--- src/rtl/pistorm_pkg.sv ---
`timescale 1ns/1ps
`default_nettype none
// ============================================================================
// Module      : pistorm_pkg
// Description : Shared definitions for the Pi-side transaction path: Pi
//               register select codes, bit positions inside the ADDR_HI
//               word, and the queued transaction entry layout.
// Revision    : 1.0 - initial release
// ============================================================================
package pistorm_pkg;

  // Pi register select codes (PI_A)
  localparam logic [1:0] REG_DATA    = 2'd0;
  localparam logic [1:0] REG_ADDR_LO = 2'd1;
  localparam logic [1:0] REG_ADDR_HI = 2'd2;
  localparam logic [1:0] REG_STATUS  = 2'd3;

  // Control bits carried in the ADDR_HI write alongside A23..A16
  localparam int PI_RW_BIT   = 9;
  localparam int PI_BYTE_BIT = 8;

  localparam int TXN_W = 43;

  // One queued bus transaction: {addr[23:0], data[15:0], rw, uds_n, lds_n}
  typedef struct packed {
    logic [23:0] addr;
    logic [15:0] data;
    logic        rw;
    logic        uds_n;
    logic        lds_n;
  } txn_t;

  // Builds the entry pushed by an ADDR_HI write. For byte accesses the
  // address LSB selects the lane: even -> upper strobe, odd -> lower strobe.
  function automatic txn_t build_txn(input logic [15:0] addr_lo,
                                     input logic [15:0] data,
                                     input logic [15:0] hi_word);
    txn_t t;
    logic byte_acc;
    byte_acc = hi_word[PI_BYTE_BIT];
    t.addr   = {hi_word[7:0], addr_lo};
    t.data   = data;
    t.rw     = hi_word[PI_RW_BIT];
    t.uds_n  = byte_acc ?  addr_lo[0] : 1'b0;
    t.lds_n  = byte_acc ? ~addr_lo[0] : 1'b0;
    return t;
  endfunction

endpackage
`default_nettype wire

--- src/rtl/pi_txn_fifo.sv ---
`timescale 1ns/1ps
`default_nettype none
// ============================================================================
// Module      : pi_txn_fifo
// Description : Generic DEPTH x WIDTH first-word-fall-through FIFO. The head
//               entry is presented combinationally on o_rdata.
// Ports       : clk, rst (async, active high)
//               i_push/i_wdata  - write an entry (ignored when full unless a
//                                 pop happens in the same cycle)
//               i_pop           - retire the head (ignored when empty)
//               o_rdata         - head entry
//               o_level         - current occupancy
//               o_level_nxt     - occupancy after this cycle's push/pop
//               o_full, o_empty - occupancy flags
// Revision    : 1.0 - initial release
// ============================================================================
module pi_txn_fifo #(
  parameter int DEPTH = 4,
  parameter int WIDTH = 43,
  parameter int LVL_W = $clog2(DEPTH + 1)
) (
  input  logic             clk,
  input  logic             rst,
  input  logic             i_push,
  input  logic [WIDTH-1:0] i_wdata,
  input  logic             i_pop,
  output logic [WIDTH-1:0] o_rdata,
  output logic [LVL_W-1:0] o_level,
  output logic [LVL_W-1:0] o_level_nxt,
  output logic             o_full,
  output logic             o_empty
);

  localparam int PTR_W = $clog2(DEPTH);

  logic [WIDTH-1:0] mem_q [DEPTH];
  logic [WIDTH-1:0] mem_d [DEPTH];
  logic [PTR_W-1:0] wr_ptr_q, wr_ptr_d;
  logic [PTR_W-1:0] rd_ptr_q, rd_ptr_d;
  logic [LVL_W-1:0] level_q, level_d;
  logic             push_ok;
  logic             pop_ok;

  assign o_empty = (level_q == '0);
  assign o_full  = (level_q == LVL_W'(DEPTH));

  // A pop frees a slot in the same cycle, so a push into a full FIFO is
  // accepted when it coincides with a pop.
  assign pop_ok  = i_pop && !o_empty;
  assign push_ok = i_push && (!o_full || pop_ok);

  always_comb begin
    mem_d    = mem_q;
    wr_ptr_d = wr_ptr_q;
    rd_ptr_d = rd_ptr_q;
    level_d  = level_q;
    if (push_ok) begin
      mem_d[wr_ptr_q] = i_wdata;
      wr_ptr_d        = wr_ptr_q + PTR_W'(1);
    end
    if (pop_ok) begin
      rd_ptr_d = rd_ptr_q + PTR_W'(1);
    end
    case ({push_ok, pop_ok})
      2'b10:   level_d = level_q + LVL_W'(1);
      2'b01:   level_d = level_q - LVL_W'(1);
      default: level_d = level_q;
    endcase
  end

  always_ff @(posedge clk or posedge rst) begin
    if (rst) begin
      for (int i = 0; i < DEPTH; i++) begin
        mem_q[i] <= '0;
      end
      wr_ptr_q <= '0;
      rd_ptr_q <= '0;
      level_q  <= '0;
    end else begin
      mem_q    <= mem_d;
      wr_ptr_q <= wr_ptr_d;
      rd_ptr_q <= rd_ptr_d;
      level_q  <= level_d;
    end
  end

  assign o_rdata     = mem_q[rd_ptr_q];
  assign o_level     = level_q;
  assign o_level_nxt = level_d;

endmodule
`default_nettype wire

--- src/rtl/pi_txn_queue.sv ---
`timescale 1ns/1ps
`default_nettype none
// ============================================================================
// Module      : pi_txn_queue
// Description : Assembles Pi register writes (DATA, ADDR_LO, ADDR_HI) into
//               68k bus transactions, queues them, hands them to the bus
//               engine via op_valid/op_ready and tracks the in-flight cycle.
// Ports       : PI_CLK, RESET (async, active high)
//               reg_wr_stb/reg_sel/reg_wdata - Pi register write
//               ovf_clr                      - clears sticky overflow
//               op_valid/op_ready/op_*       - head transaction to bus engine
//               op_done/op_rdata             - in-flight cycle completion
//               rd_data, txn_busy, full, overflow, level - Pi-side status
// Revision    : 1.0 - initial release
// ============================================================================
module pi_txn_queue #(
  parameter int DEPTH = 4,
  parameter int LVL_W = $clog2(DEPTH + 1)
) (
  input  logic             PI_CLK,
  input  logic             RESET,
  input  logic             reg_wr_stb,
  input  logic [1:0]       reg_sel,
  input  logic [15:0]      reg_wdata,
  input  logic             ovf_clr,
  output logic             op_valid,
  input  logic             op_ready,
  output logic [23:0]      op_addr,
  output logic [15:0]      op_data,
  output logic             op_rw,
  output logic             op_uds_n,
  output logic             op_lds_n,
  input  logic             op_done,
  input  logic [15:0]      op_rdata,
  output logic [15:0]      rd_data,
  output logic             txn_busy,
  output logic             full,
  output logic             overflow,
  output logic [LVL_W-1:0] level
);

  import pistorm_pkg::*;

  logic [15:0]      data_stg_q,    data_stg_d;
  logic [15:0]      addr_lo_stg_q, addr_lo_stg_d;
  logic             inflight_q,    inflight_d;
  logic             inflight_rw_q, inflight_rw_d;
  logic             overflow_q,    overflow_d;
  logic             txn_busy_q,    txn_busy_d;
  logic [15:0]      rd_data_q,     rd_data_d;

  logic             push_req;
  logic             pop;
  logic             done;
  logic             fifo_full;
  logic             fifo_empty;
  logic [LVL_W-1:0] fifo_level;
  logic [LVL_W-1:0] fifo_level_nxt;
  logic [TXN_W-1:0] wr_bits;
  logic [TXN_W-1:0] head_bits;
  txn_t             wr_entry;
  txn_t             head;

  assign push_req = reg_wr_stb && (reg_sel == REG_ADDR_HI);
  assign wr_entry = build_txn(addr_lo_stg_q, data_stg_q, reg_wdata);
  assign wr_bits  = wr_entry;
  assign head     = head_bits;

  // op_ready without a valid head is a no-op; op_done only counts while a
  // cycle is actually outstanding.
  assign pop  = op_ready && op_valid;
  assign done = op_done && inflight_q;

  pi_txn_fifo #(
    .DEPTH (DEPTH),
    .WIDTH (TXN_W),
    .LVL_W (LVL_W)
  ) u_fifo (
    .clk         (PI_CLK),
    .rst         (RESET),
    .i_push      (push_req),
    .i_wdata     (wr_bits),
    .i_pop       (pop),
    .o_rdata     (head_bits),
    .o_level     (fifo_level),
    .o_level_nxt (fifo_level_nxt),
    .o_full      (fifo_full),
    .o_empty     (fifo_empty)
  );

  always_comb begin
    data_stg_d    = data_stg_q;
    addr_lo_stg_d = addr_lo_stg_q;
    inflight_d    = inflight_q;
    inflight_rw_d = inflight_rw_q;
    overflow_d    = overflow_q;
    rd_data_d     = rd_data_q;

    if (reg_wr_stb && (reg_sel == REG_DATA)) begin
      data_stg_d = reg_wdata;
    end
    if (reg_wr_stb && (reg_sel == REG_ADDR_LO)) begin
      addr_lo_stg_d = reg_wdata;
    end

    // The direction of the completing cycle was captured when it was popped,
    // since the FIFO head has already moved on.
    if (done && inflight_rw_q) begin
      rd_data_d = op_rdata;
    end

    // A new pop in the completion cycle keeps the engine busy.
    if (pop) begin
      inflight_d    = 1'b1;
      inflight_rw_d = head.rw;
    end else if (done) begin
      inflight_d = 1'b0;
    end

    // Set has priority over clear so a dropped push is never lost.
    if (ovf_clr) begin
      overflow_d = 1'b0;
    end
    if (push_req && fifo_full && !pop) begin
      overflow_d = 1'b1;
    end

    txn_busy_d = (fifo_level_nxt != '0) || inflight_d;
  end

  always_ff @(posedge PI_CLK or posedge RESET) begin
    if (RESET) begin
      data_stg_q    <= '0;
      addr_lo_stg_q <= '0;
      inflight_q    <= 1'b0;
      inflight_rw_q <= 1'b0;
      overflow_q    <= 1'b0;
      txn_busy_q    <= 1'b0;
      rd_data_q     <= '0;
    end else begin
      data_stg_q    <= data_stg_d;
      addr_lo_stg_q <= addr_lo_stg_d;
      inflight_q    <= inflight_d;
      inflight_rw_q <= inflight_rw_d;
      overflow_q    <= overflow_d;
      txn_busy_q    <= txn_busy_d;
      rd_data_q     <= rd_data_d;
    end
  end

  assign op_valid = !fifo_empty;
  assign op_addr  = head.addr;
  assign op_data  = head.data;
  assign op_rw    = head.rw;
  assign op_uds_n = head.uds_n;
  assign op_lds_n = head.lds_n;
  assign rd_data  = rd_data_q;
  assign txn_busy = txn_busy_q;
  assign full     = fifo_full;
  assign overflow = overflow_q;
  assign level    = fifo_level;

endmodule
`default_nettype wire

--- config.mk ---
export PLATFORM = sky130hd
export DESIGN_NAME = pi_txn_queue
export DESIGN_NICKNAME = d
export VERILOG_FILES = /design/src/rtl/pistorm_pkg.sv /design/src/rtl/pi_txn_fifo.sv /design/src/rtl/pi_txn_queue.sv
export SDC_FILE = /design/constraint.sdc
export NUM_CORES = 1
export LEC_CHECK = 0
export ABC_CLOCK_PERIOD_IN_PS = 16200
export BUFFER_PORTS_ARGS = -buffer_cell sky130_fd_sc_hd__buf_2
export CAP_MARGIN = 0
export CORE_ASPECT_RATIO = 1.1
export CORE_MARGIN = 1
export CORE_UTILIZATION = 63
export CTS_CLUSTER_SIZE = 30
export DETAILED_ROUTE_END_ITERATION = 7
export GPL_TIMING_DRIVEN = 0
export HOLD_SLACK_MARGIN = 0.03
export PLACE_DENSITY_LB_ADDON = 0.08
export SYNTH_ARGS = -nofsm -noshare
export SYNTH_HDL_FRONTEND = slang
export SYNTH_SLANG_ARGS = --single-unit
export TNS_END_PERCENT = 30
--- constraint.sdc ---
create_clock -name PI_CLK -period 16.2 [get_ports PI_CLK]
set_input_delay 3.24 -clock PI_CLK [delete_from_list [all_inputs] [get_ports PI_CLK]]
set_output_delay 3.24 -clock PI_CLK [all_outputs]
set_load 0.01 [all_outputs]
=== Word level (Yosys, flattened, before mapping) ===
Index checks and enable logic that the tools add are counted.

* Add/subtract/negate cells: 4
* $lt $le $gt $ge: 3
* Eq/ne operators: 5
* Mux-type cells: 13
* Bitwise gates (word level): 3
* Reductions and logical operators: 20

{| class="wikitable"
|+ Operators with widths
! kind !! count
|-
| $bwmux W172 || 1
|-
| $mux W43 || 3
|-
| $bmux W43 S2 || 1
|-
| $demux W43 S2 || 1
|-
| $logic_and A1 B1 Y1 || 11
|-
| $ge A3 B3 Y1 const B || 2
|-
| $mux W1 || 6
|-
| $not A2 Y3 || 2
|-
| $pmux W3 S2 || 1
|-
| $add A2 B1 Y2 const B || 2
|-
| $eq A2 B1 Y1 const B || 2
|-
| $eq A2 B2 Y1 const B || 2
|-
| $add A3 B1 Y3 const B || 1
|-
| $eq A3 B3 Y1 const B || 1
|-
| $logic_not A1 Y1 || 3
|-
| $logic_not A3 Y1 || 1
|-
| $lt A3 B1 Y1 const B || 1
|-
| $reduce_bool A3 Y1 || 1
|-
| $sub A3 B1 Y3 const B || 1
|-
| $logic_not A2 Y1 || 1
|-
| $logic_or A1 B1 Y1 || 2
|-
| $reduce_bool A2 Y1 || 1
|-
| $not A1 Y1 || 1
|}

* Flip-flop bits (word level): 231
* Input port bits: 40
* Output and inout port bits: 66
* Logic and storage cells: 62

=== Longest topological paths before layout ===
Gate-level depths: netlist of run 1.

* Depth after elaboration: 10
* Mapped depth: 9
* Mapped depth without buffers: 9

=== Hierarchy ===
From an unflattened synthesis of run 1, not the netlist that was laid out.

* Cells, all modules: 575
* Area total of the unflattened synthesis: 9872.0 um^2

{| class="wikitable"
|+ By module, submodules not included
! module !! times used !! cells an instance !! area an instance (um^2) !! sequential area each (um^2)
|-
| pi_txn_fifo || 1 || 455 || 7885.1 || 4479.3
|-
| pi_txn_queue || 1 || 120 || 1986.9 || 1301.2
|}

=== Worst setup path before layout of run 1 ===
No wires, ideal clock.

* Kind: input to register
* Start: in op_ready
* End: reg txn_busy_q (netlist: txn_busy)
* Setup time: 72 ps
* Arrival time: 4971 ps
* Required time: 16128 ps
* Slack: 11157 ps
* Stages: 9
* Path buffers: 0
* Cell sequence: nor4b_4 -> nor2_1 -> inv_1 -> ha_1 -> inv_1 -> fa_1 -> xor2_1 -> or3_1 -> nand4b_1

* Word-level cells in the longest chain between the ends: 8
* Elaborated cells on any way between the ends: 10
* Classes of those cells: eq/ne: 2; mux: 2; reduce/logical: 6

{| class="wikitable"
|+ Ends and longest elaborated chain
! what !! RTL line !! RTL
|-
| start, declared || pi_txn_queue.sv:27 || <nowiki>input logic op_ready,</nowiki>
|-
| $logic_and A1 B1 Y1 (*) || pi_txn_queue.sv:71 || <nowiki>assign pop = op_ready && op_valid;</nowiki>
|-
| $logic_and A1 B1 Y1 || pi_txn_fifo.sv:49 || <nowiki>assign pop_ok = i_pop && !o_empty;</nowiki>
|-
| $logic_or A1 B1 Y1 || pi_txn_fifo.sv:50 || <nowiki>assign push_ok = i_push && (!o_full || pop_ok);</nowiki>
|-
| $logic_and A1 B1 Y1 || pi_txn_fifo.sv:50 ||
|-
| $eq A2 B1 Y1 / $eq A2 B2 Y1 (equally long branches) || pi_txn_fifo.sv:64 || <nowiki>case ({push_ok, pop_ok})</nowiki>
|-
| $pmux W3 S2 || pi_txn_fifo.sv:64 ||
|-
| $reduce_bool A3 Y1 || pi_txn_queue.sv:128 || <nowiki>txn_busy_d = (fifo_level_nxt != '0) || inflight_d;</nowiki>
|-
| $logic_or A1 B1 Y1 (*) || pi_txn_queue.sv:128 ||
|-
| via txn_busy_d || pi_txn_queue.sv:49 || <nowiki>logic txn_busy_q, txn_busy_d;</nowiki>
|-
| end signal, assigned || pi_txn_queue.sv:146 || <nowiki>txn_busy_q <= txn_busy_d;</nowiki>
|-
| end, declared || pi_txn_queue.sv:49 ||
|}

Mark *: on every way through the listed nets, which the timed path passes. The rest lies on a longest branch.
A chain may end at the register's enable or synchronous reset.

=== Worst setup path in the final report of run 1 ===
* Start: reg u_fifo.rd_ptr_q[1]
* End: out op_addr[10]

* Word-level cells in the longest chain between the ends: 4

{| class="wikitable"
|+ Ends and longest elaborated chain
! what !! RTL line !! RTL
|-
| start, declared || pi_txn_fifo.sv:39 || <nowiki>logic [PTR_W-1:0] rd_ptr_q, rd_ptr_d;</nowiki>
|-
| start signal, assigned || pi_txn_fifo.sv:82 || <nowiki>rd_ptr_q <= rd_ptr_d;</nowiki>
|-
| $not A2 Y3 (not written as such) || pi_txn_fifo.sv:87 || <nowiki>assign o_rdata = mem_q[rd_ptr_q];</nowiki>
|-
| $bmux W43 S2 || pi_txn_fifo.sv:87 ||
|-
| $mux W43 (not written as such) (2 in series) || pi_txn_fifo.sv:87 ||
|-
| end, declared || pi_txn_queue.sv:28 || <nowiki>output logic [23:0] op_addr,</nowiki>
|}

No other way between the ends. The select of a mux whose other input is x is not followed.

==> implementation parameters, run 1 <==
Parameter                              Value

Status
  Outcome ... completed

Clock network
  Clock latency of the later-clocked register in the worst-skew pair ... 0.51 ns
  Maximum buffer depth of the clock tree ... 3
  TritonCTS clock tree ... yes
  Clock edge transition at the registers on the reported setup and hold paths ... 0.06 ns
  Post-CTS sizing ... 0
  Number of buffers created by CTS ... 24
  Post-CTS setup buffer count ... 0
  CTS root buf ... sky130_fd_sc_hd__clkbuf_16
  H-tree depth ... 1
  Number of hold buffers added after CTS ... 0
  Clock Sink Count ... 231

Final layout
  Final design area excluding fillers ... 11480 sq um
  FILL cells ... 937
  Area growth, synth to finish ... 16.44%
  Final core utilization ... 0.7568
  Number of diodes ... 0
  Non-filler cells, final ... 918
  Proportion of layout cells with a drive suffix above 1 ... 0.6053
  Nets ... 750

Global route
  Global-route track usage on met2 ... 0.4495
  Met3 usage in global routing ... 0.04024
  GRT Util Overall ... 0.2682
  Vias in the first global route ... 5979
  Initial antenna violation count ... 1
  Global-route wire length before repair ... 32.84 mm
  Maximum number of pins on one net before global-route repair ... 137
  Met1 capacity usage during global routing ... 0.3674
  Gr busiest metal ... met2
  GRT Residual Overflow ... 0

Detailed routing
  Via count ... 5425
  TritonRoute pass-1 iters ... 5
  Detailed-route vias per instance ... 5.910
  Routed wire per std cell ... 22.31 microns
  Total DRC errors in the routed layout ... 0
  Initial detailed-routing violation count ... 227
  Wire length after detailed routing ... 20.48 mm
  Final antenna-violating net count ... 0

Power and ir drop
  Switching power share of the total ... 0.3025
  Portion of total power attributed to the clock network ... 0.239
  Combinational share of power ... 0.346
  Proportion of power drawn by flip-flops and latches ... 0.414
  Worst IR Drop VDD ... 0.1379 mV
  Static power due to leakage ... 5.193 nW
  Cell area power density ... 204.3 nW/um^2
  Net load switching power ... 0.7096 mW
  Internal power ... 1.636 mW

Yosys
  Top-area cell type share of the netlist area ... 0.5862
  Ys async rst share ... 1.000
  Warnings, synthesis ... 0
  Summed instance area of the synthesized netlist ... 9861 sq um
  Main synth FF type ... sky130_fd_sc_hd__dfrtp_1
  Post-synth cell types ... 30
  Library cell occupying the most area in the post-synthesis netlist ... sky130_fd_sc_hd__dfrtp_1
  Cells after synthesis ... 572
  Syn Nets ... 618
  Number of enable flip-flop cells after synthesis ... 0
  Post-synthesis sequential element count ... 231
  Syn avg cell area ... 17.24 sq um
  Sequential element share of the synthesized area ... 0.5862
  Ranking of synthesized cells by area ... sky130_fd_sc_hd__dfrtp_1 (59%), sky130_fd_sc_hd__mux2_2 (25%), sky130_fd_sc_hd__mux4_2 (9.8%)

Placed design
  Placed Area ... 10670 sq um
  Final HPWL DP ... 13.69 mm
  Number of buffers added on ports ... 105
  DP Worst Slack ... 10.78 ns
  Post-Place Cells ... 874
  Weighted congestion at the end of routability-driven global placement ... 0.7768

Worst setup path
  Signal arrival time at the worst endpoint ... 2.58 ns
  Required time at the worst-slack endpoint ... 12.96 ns
  Maximum cell stage delay along the critical path ... 0.59 ns
  Critical Path Source Type ... flip-flop
  Category of the worst setup path capture point ... output pin
  Critical path peak fanout ... 10
  Worst path slowest cell ... sky130_fd_sc_hd__mux4_2
  Most common cell type on the critical path ... sky130_fd_sc_hd__buf_2
  Kind of critical path ... flip-flop to output pin
  Cell chain of the critical path ... clkbuf_1, buf_2, mux4_2, buf_2

Timing
  Time the final worst path needs with I/O delays and setup ... 5.824 ns
  Final clock period utilization by the worst path ... 0.3595
  Worst slew pin tran ... 0.9237 ns
  Post-route clock skew ... 0.02188 ns
  Slew Limit Fails ... 0
  Max transition margin ... 0.3815
  Final worst-path setup slack ... 10.38 ns
  Final hold violation count ... 0
  Final setup violation count ... 0
  Top achievable clock speed ... 171.7 MHz
  Setup tns final ... 0 ns
  RSZ-0062 raised after global routing ... no

Floorplanning
  Total number of placement rows ... 47
  Number of top-level pins ... 106
  Vert. Die Dim ... 133.2 microns
  Total die area ... 16160 sq um
  Horizontal die dimension ... 121.3 microns
  Starting utilization of the core area ... 0.6499
  Core area ... 15170 sq um

Job
  Max-cap violations ... 0

Hold path
  Hold WC Path Type ... flip-flop to flip-flop
[power by group through the flow]
stage	logic, mW	registers, mW	clock network (mW)
6_report	0.812	0.972	0.562
3_3_place_gp	0.788	0.952	0
4_1_cts	0.825	0.970	0.569
2_1_floorplan	0.575	0.941	0
5_1_grt	0.877	1.00	0.593
3_5_place_dp	0.819	0.979	0
[flip-flops by register name, summed over array words and instances, names as in the netlist]
register,count
addr_lo_stg_q,16
data_stg_q,16
inflight_q,1
inflight_rw_q,1
overflow,1
rd_data,16
txn_busy,1
u_fifo.mem_q,172
u_fifo.o_level,3
u_fifo.rd_ptr_q,2
u_fifo.wr_ptr_q,2
[cell families after synthesis]
logic type	after synthesis	synth area share
multiplexers	265	0.3517
AO/OA/AOI/OAI	5	0.003299
AND/OR/NAND/NOR	21	0.01827
flip-flops	231	0.5862
XOR/XNOR	5	0.004442
adder cells (fa/ha/maj)	6	0.008375
buffers and inverters	39	0.02766
[layout make-up]
class                      instances  area (sq um)  share of cell area
buffer                            29         235.2             0.02049
clock buffer                      34         679.4             0.05917
clock inverter                    10         136.4             0.01188
inverter                          10         45.04            0.003923
multi-input combinational        302          3807              0.3316
sequential                       231          5781              0.5034
tap                              196         245.2             0.02136
timing repair buffer             106         553.0             0.04816
[final timing paths]
check,startpoint,endpoint,slack [ns],cells after the start
worst max-delay path,u_fifo.rd_ptr_q[1],op_addr[10],10.38,4
worst min-delay path,rd_data[15],rd_data[15],0.50,1
min in group asynchronous,RESET,rd_data[8],2.85,2
worst min register to register,rd_data[15],rd_data[15],0.50,1
max in group asynchronous,RESET,addr_lo_stg_q[5],12.30,3
worst max register to register,u_fifo.o_level[1],txn_busy,13.57,9
[through the flow]
step                hold WS (ns)  total power, mW
finish                    0.4976            2.346
CTS                       0.5006            2.363
floorplan                 0.4614            1.516
global route              0.5128            2.472
detailed placement        0.4901            1.798
global placement          0.4817            1.740
[critical path: cells and delay by family, from the launching register on]
| family | cells | cell delay (ns) |
|---|---|---|
| buf+inv | 3 | 1.14 |
| mux | 1 | 0.59 |
| flops | 1 | 0.33 |
[routing by layer]
layer  vias up  part of all wire
met5         -           0.00063
met4         2             0.020
met3        38             0.044
met2       147              0.51
met1      2866              0.42
li1       2372                 -
[synthesized netlist by cell type (2+ instances only)]
cell	count
sky130_fd_sc_hd__ha_1	5
sky130_fd_sc_hd__buf_1	2
sky130_fd_sc_hd__buf_6	16
sky130_fd_sc_hd__xor2_1	2
sky130_fd_sc_hd__clkbuf_1	6
sky130_fd_sc_hd__buf_2	5
sky130_fd_sc_hd__mux2_2	222
sky130_fd_sc_hd__nor3b_2	5
sky130_fd_sc_hd__nand2b_1	2
sky130_fd_sc_hd__mux4_2	43
sky130_fd_sc_hd__nand2_1	2
sky130_fd_sc_hd__inv_1	10
sky130_fd_sc_hd__or3_1	2
sky130_fd_sc_hd__and2_1	2
sky130_fd_sc_hd__dfrtp_1	231
sky130_fd_sc_hd__xnor2_1	3
[cell usage in the layout, fill, tap and decap left out, drive strengths merged, types with 3 or more instances in the layout]
cell type,instances
xnor2,3
nor3b,5
clkbuf,40
ha,5
dfrtp,231
buf,129
bufinv,3
inv,10
mux2,222
mux4,43
clkinv,7
Note: power is estimated with default switching activity, not from simulation.
==> run 2: changes to the inputs <==
- ABC_AREA: not set -> 1
- ABC_CLOCK_PERIOD_IN_PS: 16200 -> 4700
- CORE_UTILIZATION: 63 -> 53
- clock period: 16.2 -> 4.7 ns (I/O delays scaled with it)
==> run 2 against run 1 <==
  * Critical path type unchanged
  * Sequential cell count is the same
  * Highest routed layer is now met4
  * Routed wire length up 57%
  * Cell count rose by 83%
==> implementation parameters, run 2 <==
Parameter                              Value

Status
  Outcome ... completed

Yosys
  Cells after synthesis ... 1274
  Summed instance area of the synthesized netlist ... 10640 sq um
  Sequential element share of the synthesized area ... 0.5431
  Library cell occupying the most area in the post-synthesis netlist ... sky130_fd_sc_hd__dfrtp_1
  Warnings, synthesis ... 0
  Main synth FF type ... sky130_fd_sc_hd__dfrtp_1
  Post-synthesis sequential element count ... 231
  Syn Nets ... 1320
  Ys async rst share ... 1.000
  Post-synth cell types ... 20
  Top-area cell type share of the netlist area ... 0.5431
  Syn avg cell area ... 8.354 sq um
  Synth top cells by count ... sky130_fd_sc_hd__nand2_1 (418), sky130_fd_sc_hd__dfrtp_1 (231), sky130_fd_sc_hd__nand4_1 (173), sky130_fd_sc_hd__o21ai_0 (135), sky130_fd_sc_hd__nor2_1 (91)
  Number of enable flip-flop cells after synthesis ... 0
  Ranking of synthesized cells by area ... sky130_fd_sc_hd__dfrtp_1 (54%), sky130_fd_sc_hd__nand2_1 (15%), sky130_fd_sc_hd__nand4_1 (10%)
  Cell with the most instances after synthesis ... sky130_fd_sc_hd__nand2_1

Placed design
  Weighted congestion at the end of routability-driven global placement ... 0.8558
  Placed Area ... 11630 sq um
  Number of buffers added on ports ... 105
  Post-Place Cells ... 1638
  Final HPWL DP ... 22.73 mm

Final layout
  Non-filler cells, final ... 1683
  Area used by sequential logic in the layout ... 5781 sq um
  Register ranked first by flip-flop count ... u_fifo.mem_q
  FILL cells ... 1794
  Multi-input gate area ... 4141 sq um
  Proportion of layout cells with a drive suffix above 1 ... 0.1537
  Number of diodes ... 0
  Commonest cells after routing, fill and taps aside ... sky130_fd_sc_hd__nand2_1 (418), sky130_fd_sc_hd__dfrtp_1 (231), sky130_fd_sc_hd__nand4_1 (173)
  Final design area excluding fillers ... 12450 sq um
  Most common cell after layout, fill and taps aside ... sky130_fd_sc_hd__nand2_1
  Area growth, synth to finish ... 17.01%
  Flip-flop count of the largest register after layout ... 172
  Nets ... 1459

Global route
  GRT Residual Overflow ... 0
  GRT Util Overall ... 0.3211
  Initial antenna violation count ... 0
  Maximum number of pins on one net before global-route repair ... 35
  Vias in the first global route ... 9176
  Global-route wire length before repair ... 50.23 mm

Timing
  Max transition margin ... 0.5184
  Worst slew pin tran ... 0.7224 ns
  RSZ-0062 raised after global routing ... no
  Top achievable clock speed ... 275.5 MHz
  Final setup violation count ... 0
  Final hold violation count ... 0
  Time the final worst path needs with I/O delays and setup ... 3.629 ns
  Post-route clock skew ... 0.01084 ns
  Slew Limit Fails ... 0
  Final clock period utilization by the worst path ... 0.7722

Detailed routing
  Met3 Routed Length ... 2.371 mm
  M1 WL ... 13.93 mm
  Via count ... 9619
  Final antenna-violating net count ... 0
  Detailed-route vias per instance ... 5.715
  Total DRC errors in the routed layout ... 0
  Wire length after detailed routing ... 32.06 mm
  Initial detailed-routing violation count ... 722
  Highest metal layer used by the detailed router ... met4
  TritonRoute pass-1 iters ... 6
  Routed wl met2 ... 14.97 mm
  Routed wire per std cell ... 19.05 microns

Clock network
  H-tree depth ... 1
  TritonCTS clock tree ... yes
  Clock latency of the later-clocked register in the worst-skew pair ... 0.53 ns
  Clock Sink Count ... 231
  Number of hold buffers added after CTS ... 0
  Post-CTS sizing ... 0
  Number of buffers created by CTS ... 25
  Maximum buffer depth of the clock tree ... 3
  Clock edge transition at the registers on the reported setup and hold paths ... 0.06 ns
  CTS root buf ... sky130_fd_sc_hd__clkbuf_16
  Post-CTS setup buffer count ... 0

Power and ir drop
  Overall power consumption ... 8.461 mW
  Cell area power density ... 679.4 nW/um^2
  Static power due to leakage ... 6.477 nW
  Worst IR Drop VDD ... 0.3984 mV

Floorplanning
  Horizontal die dimension ... 137.1 microns
  Number of top-level pins ... 106
  Core area ... 19730 sq um
  Starting utilization of the core area ... 0.5394
  Total die area ... 20650 sq um
  Total number of placement rows ... 54
  Vert. Die Dim ... 150.6 microns

Worst setup path
  Required time at the worst-slack endpoint ... 3.76 ns
  Critical path peak fanout ... 10
  Signal arrival time at the worst endpoint ... 2.69 ns
  Kind of critical path ... flip-flop to output pin
  Category of the worst setup path capture point ... output pin
  Critical Path Source Type ... flip-flop

Hold path
  Hold WC Path Type ... flip-flop to flip-flop

Job
  Max-cap violations ... 0
==> run 2: changes by cell type in the layout (fill, tap and decap cells not counted), sizes merged, moves of 3 or more <==
cell / delta
buf: +48
clkbuf: +40
inv: +41
mux2: -222
mux4: -43
nand2: +416
nand3: +10
nand4: +173
nor2: +91
nor3b: -5
o21ai: +134
o22ai: +41
xnor2: -3
==> run 2: path summary, 6_finish.rpt <==
kind | slack (ns) | to | startpoint | cells after the start
min reg2reg | 0.46 | u_fifo.mem_q[104] | u_fifo.mem_q[104] | 2
min in group asynchronous | 0.51 | u_fifo.mem_q[140] | RESET | 2
max in group asynchronous | 3.12 | overflow | RESET | 5
max reg2reg | 2.12 | txn_busy | u_fifo.o_level[0] | 12
min | 0.46 | u_fifo.mem_q[104] | u_fifo.mem_q[104] | 2
max | 1.07 | op_addr[5] | u_fifo.rd_ptr_q[1] | 6
==> run 2: stage by stage <==
stage	setup TNS, ns	setup WS [ns]	hold slack [ns]	utilization
finish	0	1.071	0.4640	0.6312
global route	0	0.9290	0.4841	0.6312
CTS	0	1.127	0.4681	0.6312
detailed placement	0	1.588	0.4528	0.5894
global placement	-167.92	-0.7458	0.4478	0.5823
floorplan	0	0.7381	0.4366	-
==> run 2: area by class of cell <==
cell class,instances,area share
multi-input cells,882,0.3326
clock inverters,10,0.007435
well taps,252,0.02532
inverters,51,0.01567
flip-flops and latches,231,0.4642
repair buffers,112,0.05345
plain buffers,110,0.04250
clock buffers,35,0.05888
==> run 2: report_power, final <==
part | internal (mW) | switching, mW | leakage [nW]
logic | 1.10 | 2.13 | 3.10
registers | 2.77 | 0.495 | 2.97
clock network | 1.14 | 0.824 | 0.411
==> run 2: routing by layer <==
metal / vias up / GRT usage
met5: - / 0
met3: 55 / 0.04545
li1: 4567 / -
met4: 0 / 0.1000
met1: 4588 / 0.4502
met2: 409 / 0.5162
==> run 2: cells by family after synthesis <==
logic type	share of synthesized area
simple gates	0.2916
flops	0.5431
compound gates	0.08817
buf+inv	0.06772
fa+ha+maj	0.007759
xor+xnor	0.001646
==> run 2: critical path, cell delays in order, from the launching register on <==
cell	delay, ns
sky130_fd_sc_hd__dfrtp_1	0.35
sky130_fd_sc_hd__clkbuf_1	0.33
sky130_fd_sc_hd__inv_1	0.50
sky130_fd_sc_hd__buf_1	0.43
sky130_fd_sc_hd__o21ai_0	0.24
sky130_fd_sc_hd__o22ai_1	0.15
sky130_fd_sc_hd__buf_2	0.15
